### src/rtl/fetch_unit_pkg.sv
// Shared definitions for the instruction fetch unit: widths and FSM state encoding.
package fetch_unit_pkg;

    localparam int PC_WIDTH     = 10;
    localparam int INSTR_WIDTH  = 16;
    localparam int BRANCH_WIDTH = 6;

    typedef enum logic [1:0] {
        FETCH_IDLE = 2'd0,
        FETCH_REQ  = 2'd1,
        FETCH_HOLD = 2'd2
    } fetch_state_t;

endpackage

### src/rtl/fetch_unit_pc_next.sv
// Combinational next-PC selector: absolute jump, PC-relative branch, or increment.
import fetch_unit_pkg::*;

module fetch_unit_pc_next (
    input  logic [PC_WIDTH-1:0]     i_instrAddr,
    input  logic                    i_jmpEnable,
    input  logic [PC_WIDTH-1:0]     i_jmpDir,
    input  logic                    i_branchEnable,
    input  logic [BRANCH_WIDTH-1:0] i_branchDir,
    output logic [PC_WIDTH-1:0]     o_pcNext
);

    logic [PC_WIDTH-1:0] w_branchOff;

    // Branch offset is relative to the branch's own address; sums wrap mod 1024.
    assign w_branchOff = {{(PC_WIDTH-BRANCH_WIDTH){i_branchDir[BRANCH_WIDTH-1]}}, i_branchDir};

    always_comb begin
        o_pcNext = i_instrAddr + 10'd1;
        if (i_jmpEnable)
            o_pcNext = i_jmpDir;
        else if (i_branchEnable)
            o_pcNext = i_instrAddr + w_branchOff;
    end

endmodule

### src/rtl/fetch_unit.sv
// Instruction fetch unit: owns the PC, reads program memory via req/ack and
// hands each word to the decoder via valid/ready, redirecting on jump/branch.
import fetch_unit_pkg::*;

module fetch_unit #(
    parameter logic [PC_WIDTH-1:0] RESET_ADDR = 10'd0
) (
    input  logic                    clk,
    input  logic                    reset,
    output logic                    memReq,
    output logic [PC_WIDTH-1:0]     memAddr,
    input  logic                    memAck,
    input  logic [INSTR_WIDTH-1:0]  memData,
    output logic [INSTR_WIDTH-1:0]  instr,
    output logic [PC_WIDTH-1:0]     instrAddr,
    output logic                    instrValid,
    input  logic                    instrReady,
    input  logic                    jmpEnable,
    input  logic [PC_WIDTH-1:0]     jmpDir,
    input  logic                    branchEnable,
    input  logic [BRANCH_WIDTH-1:0] branchDir
);

    fetch_state_t           r_state;
    logic [PC_WIDTH-1:0]    r_pc;
    logic [INSTR_WIDTH-1:0] r_instr;
    logic [PC_WIDTH-1:0]    r_instrAddr;
    logic                   r_memReq;
    logic                   r_instrValid;
    logic [PC_WIDTH-1:0]    w_pcNext;

    fetch_unit_pc_next u_pc_next (
        .i_instrAddr    (r_instrAddr),
        .i_jmpEnable    (jmpEnable),
        .i_jmpDir       (jmpDir),
        .i_branchEnable (branchEnable),
        .i_branchDir    (branchDir),
        .o_pcNext       (w_pcNext)
    );

    // memReq/instrValid are registered alongside the state so they track it exactly.
    always_ff @(posedge clk) begin
        if (reset) begin
            r_state      <= FETCH_IDLE;
            r_pc         <= RESET_ADDR;
            r_instr      <= '0;
            r_instrAddr  <= '0;
            r_memReq     <= 1'b0;
            r_instrValid <= 1'b0;
        end else begin
            case (r_state)
                FETCH_IDLE: begin
                    r_state  <= FETCH_REQ;
                    r_memReq <= 1'b1;
                end
                FETCH_REQ: begin
                    if (memAck) begin
                        r_instr      <= memData;
                        r_instrAddr  <= r_pc;
                        r_state      <= FETCH_HOLD;
                        r_memReq     <= 1'b0;
                        r_instrValid <= 1'b1;
                    end
                end
                FETCH_HOLD: begin
                    if (instrReady) begin
                        r_pc         <= w_pcNext;
                        r_state      <= FETCH_REQ;
                        r_memReq     <= 1'b1;
                        r_instrValid <= 1'b0;
                    end
                end
                default: begin
                    r_state      <= FETCH_IDLE;
                    r_memReq     <= 1'b0;
                    r_instrValid <= 1'b0;
                end
            endcase
        end
    end

    assign memReq     = r_memReq;
    assign memAddr    = r_pc;
    assign instr      = r_instr;
    assign instrAddr  = r_instrAddr;
    assign instrValid = r_instrValid;

endmodule

### config.mk
export PLATFORM = sky130hd
export DESIGN_NAME = fetch_unit
export DESIGN_NICKNAME = d
export VERILOG_FILES = /design/src/rtl/fetch_unit_pkg.sv /design/src/rtl/fetch_unit_pc_next.sv /design/src/rtl/fetch_unit.sv
export SDC_FILE = /design/constraint.sdc
export NUM_CORES = 1
export LEC_CHECK = 0
export ABC_AREA = 1
export BUFFER_PORTS_ARGS = -buffer_cell sky130_fd_sc_hd__buf_2
export CAP_MARGIN = 20
export CORE_MARGIN = 2
export CORE_UTILIZATION = 49
export DETAILED_ROUTE_END_ITERATION = 16
export GPL_TIMING_DRIVEN = 0
export PLACE_DENSITY_LB_ADDON = 0.2
export SLEW_MARGIN = 0
export SYNTH_ARGS = -nofsm -noshare
export SYNTH_HDL_FRONTEND = slang
export SYNTH_SLANG_ARGS = --single-unit
### constraint.sdc
create_clock -name clk -period 2.05 [get_ports clk]
set_input_delay 0.41 -clock clk [delete_from_list [all_inputs] [get_ports clk]]
set_output_delay 0.41 -clock clk [all_outputs]
set_load 0.01 [all_outputs]
==> results of run 1 <==
-- routing by layer --
layer | global-route usage | wire [um] | vias up
met5 | 0 | 0 | -
met4 | 0.0750 | 80 | 0
met3 | 0.0609 | 290 | 6
li1 | - | - | 1070
met2 | 0.363 | 2280 | 58
met1 | 0.295 | 2280 | 902
-- power breakdown --
part	internal (mW)	switching, mW
Combinational	0.131	0.193
Sequential	0.826	0.0318
Clock	0.274	0.281
-- critical path, cell delays in order --
cell     delay, ns
buf_4         0.16
nand2_1       0.07
ha_1          0.22
fa_1          0.43
nand3_1       0.11
nand2_1       0.11
nand3_1       0.13
nand3_1       0.07
nand2_1       0.06
nand3_1       0.08
nand2_1       0.09
a21oi_2       0.05
-- cells by family after synthesis --
logic type | share of synthesized area
adders and majority gates | 0.0413
buffers and inverters | 0.120
and+or+nand+nor | 0.200
DFF | 0.401
AOI/OAI and AO/OA | 0.230
xor gates and xnor gates | 0.00876
-- stage by stage --
| step | worst slack [ns] | util | hold slack [ns] | cells |
|---|---|---|---|---|
| CTS | 0.276 | 0.634 | 0.314 | 410 |
| global route | 0.126 | 0.634 | 0.317 | 410 |
| global placement | -0.00397 | 0.610 | 0.430 | 402 |
| finish | 0.258 | 0.634 | 0.320 | 410 |
| floorplan | 0.182 | - | 0.468 | 280 |
| detailed placement | -0.0166 | 0.610 | 0.434 | 402 |
-- Yosys cell counts --
| library cell | n |
|---|---|
| nor3_4 | 1 |
| nand4_1 | 4 |
| nand2_4 | 1 |
| nand2_2 | 6 |
| xor2_1 | 2 |
| nand3_1 | 16 |
| a31o_2 | 1 |
| a31oi_1 | 2 |
| dfxtp_1 | 40 |
| o211ai_1 | 1 |
| inv_2 | 2 |
| a21oi_1 | 45 |
| nand2_1 | 43 |
| nor2_1 | 11 |
| a21oi_2 | 2 |
| ha_1 | 5 |
| inv_1 | 43 |
| clkbuf_1 | 9 |
| o21ai_0 | 36 |
| buf_6 | 2 |
| buf_4 | 2 |
| o21bai_1 | 1 |
| fa_1 | 1 |
| nand3b_1 | 1 |
| nor2_2 | 3 |
-- path summary, 6_finish.rpt --
check	slack, ns	to	start
max	0.26	memAddr[8]	branchEnable
min	0.32	memAddr[8]	reset
max reg2reg	0.26	memAddr[8]	instrAddr[0]
min reg2reg	0.44	instr[3]	instr[3]
-- cell type report --
cell class                 count  share of cell area
buffer                        13              0.0283
clock buffer                   7              0.0343
clock inverter                 1             0.00298
inverter                      45              0.0671
multi-input combinational    182               0.381
sequential                    40               0.318
tap                           50              0.0249
timing repair buffer          72               0.143
-- registers in the layout, indices dropped and copies added (netlist names) --
| signal | flops |
|---|---|
| instr | 16 |
| instrAddr | 10 |
| instrValid | 1 |
| memAddr | 10 |
| memReq | 1 |
| r_state | 2 |
==> impl_metrics.py, run 1 <==
metrics = {
    "run_status": {
        "outcome": "finished clean",
    },
    "setup_path": {
        "crit_arrival_ns": 1.98,
        "worstSetupEndpointType": "register",
        "setup.worst_path.start_class": "input pin",
        "worstPathMaxFanout": 10,
        "r2r.worst_path.cells": 10,
        "worstSetupPathType": "input pin to register",
        "cp_data_required_time_ns": 2.24,
    },
    "logic_synthesis": {
        "summed_instance_area_of_the_synthesized_netlist_mm2": 0.00200,
        "synth_area_leader_cell": "dfxtp_1",
        "yosys_warnings": 0,
        "seq_area_frac_synth": 0.401,
        "synth.ff_latch_count": 40,
        "syn-num-nets": 324,
        "post_synth.cell_area_avg_um2": 7.14,
        "leading_post_synthesis_cells_by_cell_area": "dfxtp_1 (40%), a21oi_1 (11%), o21ai_0 (9.0%), inv_1 (8.1%), nand2_1 (8.1%)",
        "synthDominantCellAreaShare": 0.401,
        "synthDistinctLibCells": 25,
        "netlist_instances": 280,
    },
    "clock_tree": {
        "cts_num_sinks": 40,
        "worst_setup_hold_path_clk_slew_ns": 0.08,
        "clock_tree.root_cell": "clkbuf_8",
        "numCtsBuffers": 5,
        "cts.path.max_buffers": 2,
        "tritoncts": "yes",
        "postCtsSetupRepairBufs": 0,
        "clock_insertion_delay_worst_skew_ns": 0.30,
        "hold_fix_buffers_cts": 0,
        "post_cts_resized": 0,
        "cts-htree-levels": 2,
    },
    "place": {
        "post-dp-hpwl_mm": 3.63,
        "place_area_mm2": 0.00242,
        "numPortBuffers": 72,
        "global_placement_routability_congestion": 0.926,
    },
    "finish": {
        "multiInputGateArea_um2": 958,
        "nets": 403,
        "layout.filler_cells": 380,
        "diodes": 0,
        "layout-drive-gt1-share": 0.275,
        "ff_latch_area_um2": 801,
        "leading_cell_type_in_the_layout_fill_and_taps_excluded": "buf_2",
        "stdcell_area_mm2": 0.00252,
        "most-common-layout-cells": "buf_2 (72), a21oi_1 (45), nand2_1 (43), inv_1 (43), dfxtp_1 (40)",
        "area.growth.synth_to_final_pct": 25.8,
    },
    "sta": {
        "rsz0062_at_grt": "false",
        "layout_min_cycle_time_ns": 1.79,
        "final-hold-violation-count": 0,
        "max_slew.worst_pin.slew_ns": 0.503,
        "finClkSkew_ns": 0.0148,
        "max_freq_ghz": 0.558,
        "total_negative_slack_ns": 0,
        "report.final.setup_viol": 0,
        "relSlewSlack": 0.665,
        "maxSlewViolCount": 0,
        "finalCritPeriodShare": 0.874,
    },
    "global_route": {
        "first_global_vias": 1744,
        "gr-total-overflow": 0,
        "grtUsageTotal": 0.226,
        "first_pass_grt_wire_length_mm": 7.75,
        "grt_antenna_before_repair": 0,
        "grt_start_max_net_pins": 13,
    },
    "floorplan": {
        "total_number_of_placement_rows": 23,
        "start_util": 0.503,
        "area_of_the_core_region_mm2": 0.00397,
        "boundary_pins": 76,
        "die_h_um": 67.9,
        "dieArea_mm2": 0.00461,
        "die_width_um": 67.9,
    },
    "route": {
        "final_antenna_net_count": 0,
        "via_count": 2036,
        "drt_pre_antenna_iters": 4,
        "drt-wirelength-per-cell_um": 12.0,
        "route.final.wire_length_mm": 4.93,
        "drt_iter0_drc": 96,
        "drc": 0,
        "via_per_inst": 4.97,
    },
    "min_path": {
        "hold_path_depth": 2,
        "min_path_type": "input pin to register",
    },
    "power_and_ir_drop": {
        "ir_worst_vdd_mv": 0.465,
        "powerDensity_mw_per_mm2": 690,
        "fin_total_pwr_mw": 1.74,
        "leakagePower_nw": 1.27,
    },
    "job": {
        "maxCapViolations": 0,
    },
}
Power figures use the tool's default switching activity.
==> run 2, diff against run 1 <==
- ABC_AREA: 1 -> unset
- CORE_UTILIZATION: 49 -> 47
==> impl_metrics.py, run 2 <==
metrics = {
    "finish": {
        "leading_cell_type_in_the_layout_fill_and_taps_excluded": "buf_2",
        "area.growth.synth_to_final_pct": 33.3,
        "stdcell_area_mm2": 0.00247,
        "most-common-layout-cells": "buf_2 (74), nand2_1 (61), dfxtp_1 (40)",
        "layout-drive-gt1-share": 0.326,
        "nets": 365,
        "diodes": 0,
        "largest_register_ffs": 16,
        "layout.filler_cells": 349,
    },
    "sta": {
        "layout_min_cycle_time_ns": 2.09,
        "finClkSkew_ns": 0.00811,
        "worst_slack_ns": -0.0370,
        "max_slew.worst_pin.slew_ns": 0.516,
        "final-hold-violation-count": 0,
        "max_freq_ghz": 0.479,
        "report.final.setup_viol": 1,
        "finalCritPeriodShare": 1.02,
        "relSlewSlack": 0.655,
        "total_negative_slack_ns": -0.0370,
        "rsz0062_at_grt": "true",
        "maxSlewViolCount": 0,
    },
    "floorplan": {
        "area_of_the_core_region_mm2": 0.00372,
        "die_h_um": 66.8,
        "total_number_of_placement_rows": 22,
        "boundary_pins": 76,
        "die_width_um": 66.8,
        "dieArea_mm2": 0.00446,
        "start_util": 0.499,
    },
    "global_route": {
        "m2_gr_usage": 0.388,
        "grt_start_max_net_pins": 13,
        "gr-total-overflow": 0,
        "grtUsageMet3": 0.0625,
        "grtUsageMet1": 0.282,
        "grt_antenna_before_repair": 0,
        "global_route.peak_usage_layer": "met2",
        "first_pass_grt_wire_length_mm": 7.73,
        "grtUsageTotal": 0.229,
        "first_global_vias": 1777,
    },
    "place": {
        "global_placement_routability_congestion": 0.782,
        "numPortBuffers": 74,
        "place_area_mm2": 0.00229,
        "post-dp-hpwl_mm": 3.40,
    },
    "power_and_ir_drop": {
        "ir_worst_vdd_mv": 0.583,
        "powerDensity_mw_per_mm2": 637,
        "leakagePower_nw": 1.13,
    },
    "clock_tree": {
        "worst_setup_hold_path_clk_slew_ns": 0.08,
        "cts.path.max_buffers": 2,
        "clock_tree.root_cell": "clkbuf_8",
        "tritoncts": "yes",
        "hold_fix_buffers_cts": 0,
        "clock_insertion_delay_worst_skew_ns": 0.29,
        "cts-htree-levels": 2,
        "cts_num_sinks": 40,
        "numCtsBuffers": 5,
    },
    "route": {
        "route.final.wire_length_mm": 4.89,
        "via_per_inst": 5.16,
        "drt_pre_antenna_iters": 4,
        "drt-wirelength-per-cell_um": 13.2,
        "drc": 0,
        "final_antenna_net_count": 0,
        "via_count": 1908,
        "drt_iter0_drc": 94,
    },
    "setup_path": {
        "cp_data_required_time_ns": 2.21,
        "crit_arrival_ns": 2.25,
        "r2r.worst_path.cells": 8,
        "reg2reg_from": "instrAddr[0]",
        "worst-r2r-setup-slack_ns": 0.10,
        "critical_path.reg2reg.endpoint": "memAddr[4]",
        "worstPathMaxFanout": 6,
        "cp-endpoint": "memAddr[4]",
        "worstSetupPathType": "input pin to register",
        "worstSetupEndpointType": "register",
        "setup.worst_path.start_class": "input pin",
        "crit_path_start": "branchEnable",
    },
    "logic_synthesis": {
        "ys_async_sr_fraction": 0,
        "synthMostInstantiatedCell": "nand2_1",
        "synth_area_leader_cell": "dfxtp_1",
        "synth_commonest_cells": "nand2_1 (61), dfxtp_1 (40), a21oi_1 (38)",
        "synth_edf_count": 0,
        "post_synth.cell_area_avg_um2": 7.86,
        "synth_flop_cell": "dfxtp_1",
        "yosys_warnings": 0,
        "summed_instance_area_of_the_synthesized_netlist_mm2": 0.00185,
        "synth.ff_latch_count": 40,
        "seq_area_frac_synth": 0.432,
        "synthDominantCellAreaShare": 0.432,
        "synthDistinctLibCells": 36,
        "leading_post_synthesis_cells_by_cell_area": "dfxtp_1 (43%), nand2_1 (12%), a21oi_1 (10%), mux2i_1 (3.8%), ha_1 (3.4%)",
        "syn-num-nets": 280,
        "netlist_instances": 236,
    },
    "run_status": {
        "failed_checks": "setup timing",
        "outcome": "complete, but fails checks",
    },
    "job": {
        "maxCapViolations": 0,
    },
    "min_path": {
        "min_path_type": "input pin to register",
        "min_from": "memData[0]",
    },
}
## run 2: cell families (layout without fill, tap and decap cells)
logic type                 count (synthesis)  after routing  share of synthesized area
AOI/OAI and AO/OA                         62             62                      0.188
xor gates and xnor gates                   7              7                     0.0331
adders and majority gates                  6              6                     0.0445
buffers and inverters                     17            103                     0.0371
DFF                                       40             40                      0.432
muxes                                      7              7                     0.0378
and+or+nand+nor                           97             97                      0.227
## run 2: cell type report
| class | instances | area, um^2 | area share |
|---|---|---|---|
| Buffer | 13 | 53.8 | 0.0218 |
| Clock buffer | 6 | 82.6 | 0.0334 |
| Clock inverter | 2 | 10.0 | 0.00405 |
| Inverter | 4 | 15.0 | 0.00608 |
| Multi-Input combinational cell | 179 | 1030 | 0.419 |
| Sequential cell | 40 | 801 | 0.324 |
| Tap cell | 48 | 60.1 | 0.0243 |
| Timing Repair Buffer | 78 | 414 | 0.168 |
## run 2: worst min path at each step
stage               endpoint  slack (ns)  cells past startpoint
floorplan           instr[0]        0.48                      2
global placement    instr[9]        0.44                      2
detailed placement  instr[0]        0.45                      2
CTS                 instr[0]        0.34                      3
global route        instr[9]        0.34                      3
finish              instr[0]        0.35                      3
## run 2: timing repair
item	4_1_cts	5_1_grt
setup buffers	2	2
resized for setup	2	9
setup endpoints to repair	2	4
pin swaps	5	9
## run 2: through the flow
stage	power [mW]	hold slack (ns)	util	std cells	setup WS, ns
final	1.58	0.349	0.665	370	-0.0370
after global routing	1.66	0.342	0.665	370	-0.0867
after CTS	1.59	0.338	0.648	368	0.00560
after detailed placement	1.05	0.447	0.618	358	-0.365
after global placement	1.05	0.439	0.618	358	-0.391
after floorplan	0.962	0.481	-	236	-0.0627
## run 2: report_power, final
group	switching, mW	total (mW)	internal (mW)
logic	0.127	0.222	0.0944
clock network	0.263	0.531	0.268
registers	0.0172	0.822	0.805
total	0.408	1.58	1.17
## run 2: worst max-delay path: stages
cell,delay [ns]
buf_8,0.09
or2b_1,0.26
ha_4,0.18
fa_2,0.39
buf_6,0.14
a21o_1,0.19
a211oi_2,0.20
nor3_2,0.08
a211oi_2,0.24
nor3_1,0.07
## run 2: layer usage
layer / wire length, um / up-vias
li1: - / 963
met1: 2150 / 883
met2: 2370 / 56
met3: 321 / 6
met4: 55 / 0
met5: 0 / -
==> run 3, diff against run 2 <==
- PLACE_DENSITY: unset -> 0.78
- PLACE_DENSITY_LB_ADDON: 0.2 -> unset
==> impl_metrics.py, run 3 (synthesized netlist as in run 2, its figures left out) <==
metrics = {
    "run_status": {
        "outcome": "finished clean",
    },
    "clock_tree": {
        "tritoncts": "yes",
        "clock_insertion_delay_worst_skew_ns": 0.29,
        "hold_fix_buffers_cts": 0,
        "clock_tree.root_cell": "clkbuf_8",
        "numCtsBuffers": 5,
        "cts_num_sinks": 40,
        "cts.path.max_buffers": 2,
        "cts-htree-levels": 2,
        "worst_setup_hold_path_clk_slew_ns": 0.08,
    },
    "power_and_ir_drop": {
        "switching_share": 0.260,
        "ir_worst_vdd_mv": 0.449,
        "internal_power_mw": 1.17,
        "powerDensity_mw_per_mm2": 647,
        "seq_power_share": 0.518,
        "leakagePower_nw": 1.12,
        "clock_power_share": 0.342,
        "switching_power_uw": 411,
        "power.share.combinational": 0.140,
        "fin_total_pwr_mw": 1.58,
    },
    "global_route": {
        "grtUsageTotal": 0.232,
        "first_global_vias": 1773,
        "gr-total-overflow": 0,
        "grt_antenna_before_repair": 0,
        "first_pass_grt_wire_length_mm": 7.78,
        "grt_start_max_net_pins": 13,
    },
    "route": {
        "route.final.wire_length_mm": 4.82,
        "drt_pre_antenna_iters": 7,
        "drc": 0,
        "drt-wirelength-per-cell_um": 13.0,
        "via_count": 1883,
        "via_per_inst": 5.09,
        "drt_iter0_drc": 107,
        "final_antenna_net_count": 0,
    },
    "sta": {
        "worst_hold_slack_ns": 0.347,
        "rsz0062_at_grt": "true",
        "layout_min_cycle_time_ns": 2.02,
        "total_negative_slack_ns": 0,
        "max_slew.worst_pin.slew_ns": 0.586,
        "max_freq_ghz": 0.496,
        "report.final.setup_viol": 0,
        "worst_slack_ns": 0.0332,
        "maxSlewViolCount": 0,
        "finalCritPeriodShare": 0.984,
        "final-hold-violation-count": 0,
        "finClkSkew_ns": 0.00663,
        "relSlewSlack": 0.608,
    },
    "finish": {
        "layout-drive-gt1-share": 0.314,
        "most-common-layout-cells": "buf_2 (73), nand2_1 (61), dfxtp_1 (40)",
        "area.growth.synth_to_final_pct": 32.2,
        "layout.filler_cells": 331,
        "multiInputGateArea_mm2": 0.00101,
        "finalNonFillerCells": 370,
        "largest_register_ffs": 16,
        "layout.core_utilization": 0.660,
        "ff_latch_area_um2": 801,
        "diodes": 0,
        "stdcell_area_mm2": 0.00245,
        "nets": 365,
        "leading_cell_type_in_the_layout_fill_and_taps_excluded": "buf_2",
    },
    "place": {
        "global_placement_routability_congestion": 0.867,
        "instance_count_after_placement_with_tap_cells_included": 358,
        "pre_cts_ws_ns": -0.378,
        "numPortBuffers": 74,
        "place_area_mm2": 0.00229,
        "post-dp-hpwl_mm": 3.52,
    },
    "floorplan": {
        "dieArea_mm2": 0.00446,
        "die_width_um": 66.8,
        "boundary_pins": 76,
        "die_h_um": 66.8,
        "area_of_the_core_region_mm2": 0.00372,
        "total_number_of_placement_rows": 22,
        "start_util": 0.499,
    },
    "setup_path": {
        "worstSetupPathType": "input pin to register",
        "crit_arrival_ns": 2.18,
        "r2r.worst_path.cells": 8,
        "worstSetupEndpointType": "register",
        "worstPathMaxFanout": 2,
        "setup.worst_path.start_class": "input pin",
        "cp_data_required_time_ns": 2.22,
    },
    "min_path": {
        "min_path_type": "input pin to register",
        "hold_path_depth": 3,
    },
    "job": {
        "maxCapViolations": 0,
    },
}
==> run 3: changes by cell type in the layout (fill, tap and decap cells not counted), sizes merged <==
cell and delta:
clkbuf +1, clkinvlp +1, clkinv -2
==> run 3: critical path, cell delays in order <==
cell and delay, ns:
buf_6 0.09, or2b_1 0.22, ha_2 0.19, fa_2 0.38, buf_4 0.16, a21o_1 0.18, a211oi_2 0.22, nor3_1 0.08
a211oi_1 0.19, nor3_1 0.06
==> run 3: cell type report <==
cell class              count  area share
clock inverters             1     0.00306
clock buffers               7      0.0352
flip-flops and latches     40       0.327
repair buffers             78       0.170
plain buffers              13      0.0219
multi-input cells         179       0.412
inverters                   4     0.00613
well taps                  48      0.0245
==> run 3: path summary, 6_finish.rpt <==
check                                  start    endpoint  slack, ns
worst min register to register      instr[7]    instr[7]       0.45
worst min-delay path              memData[2]    instr[2]       0.35
worst max register to register  instrAddr[0]  memAddr[4]       0.13
worst max-delay path            branchDir[0]  memAddr[4]       0.03
==> run 3: repair_timing <==
action / 4_1_cts / 5_1_grt
resized for setup: 3 / 4
buffers inserted: 2 / 2
pin swaps: 5 / 4
setup endpoints to repair: 2 / 3
==> run 3: power by group through the flow <==
stage / clock network, mW / logic [mW] / registers [mW]
final: 0.542 / 0.222 / 0.821
after global routing: 0.586 / 0.248 / 0.825
after CTS: 0.551 / 0.218 / 0.821
after detailed placement: 0 / 0.215 / 0.839
after global placement: 0 / 0.211 / 0.839
after floorplan: 0 / 0.111 / 0.850
==> run 3: layer usage <==
| metal | up-vias | track usage | wire [um] |
|---|---|---|---|
| met2 | 58 | 0.401 | 2390 |
| li1 | 964 | - | - |
| met4 | 0 | 0.0689 | 33 |
| met1 | 857 | 0.283 | 2080 |
| met5 | - | 0 | 0 |
| met3 | 4 | 0.0557 | 311 |
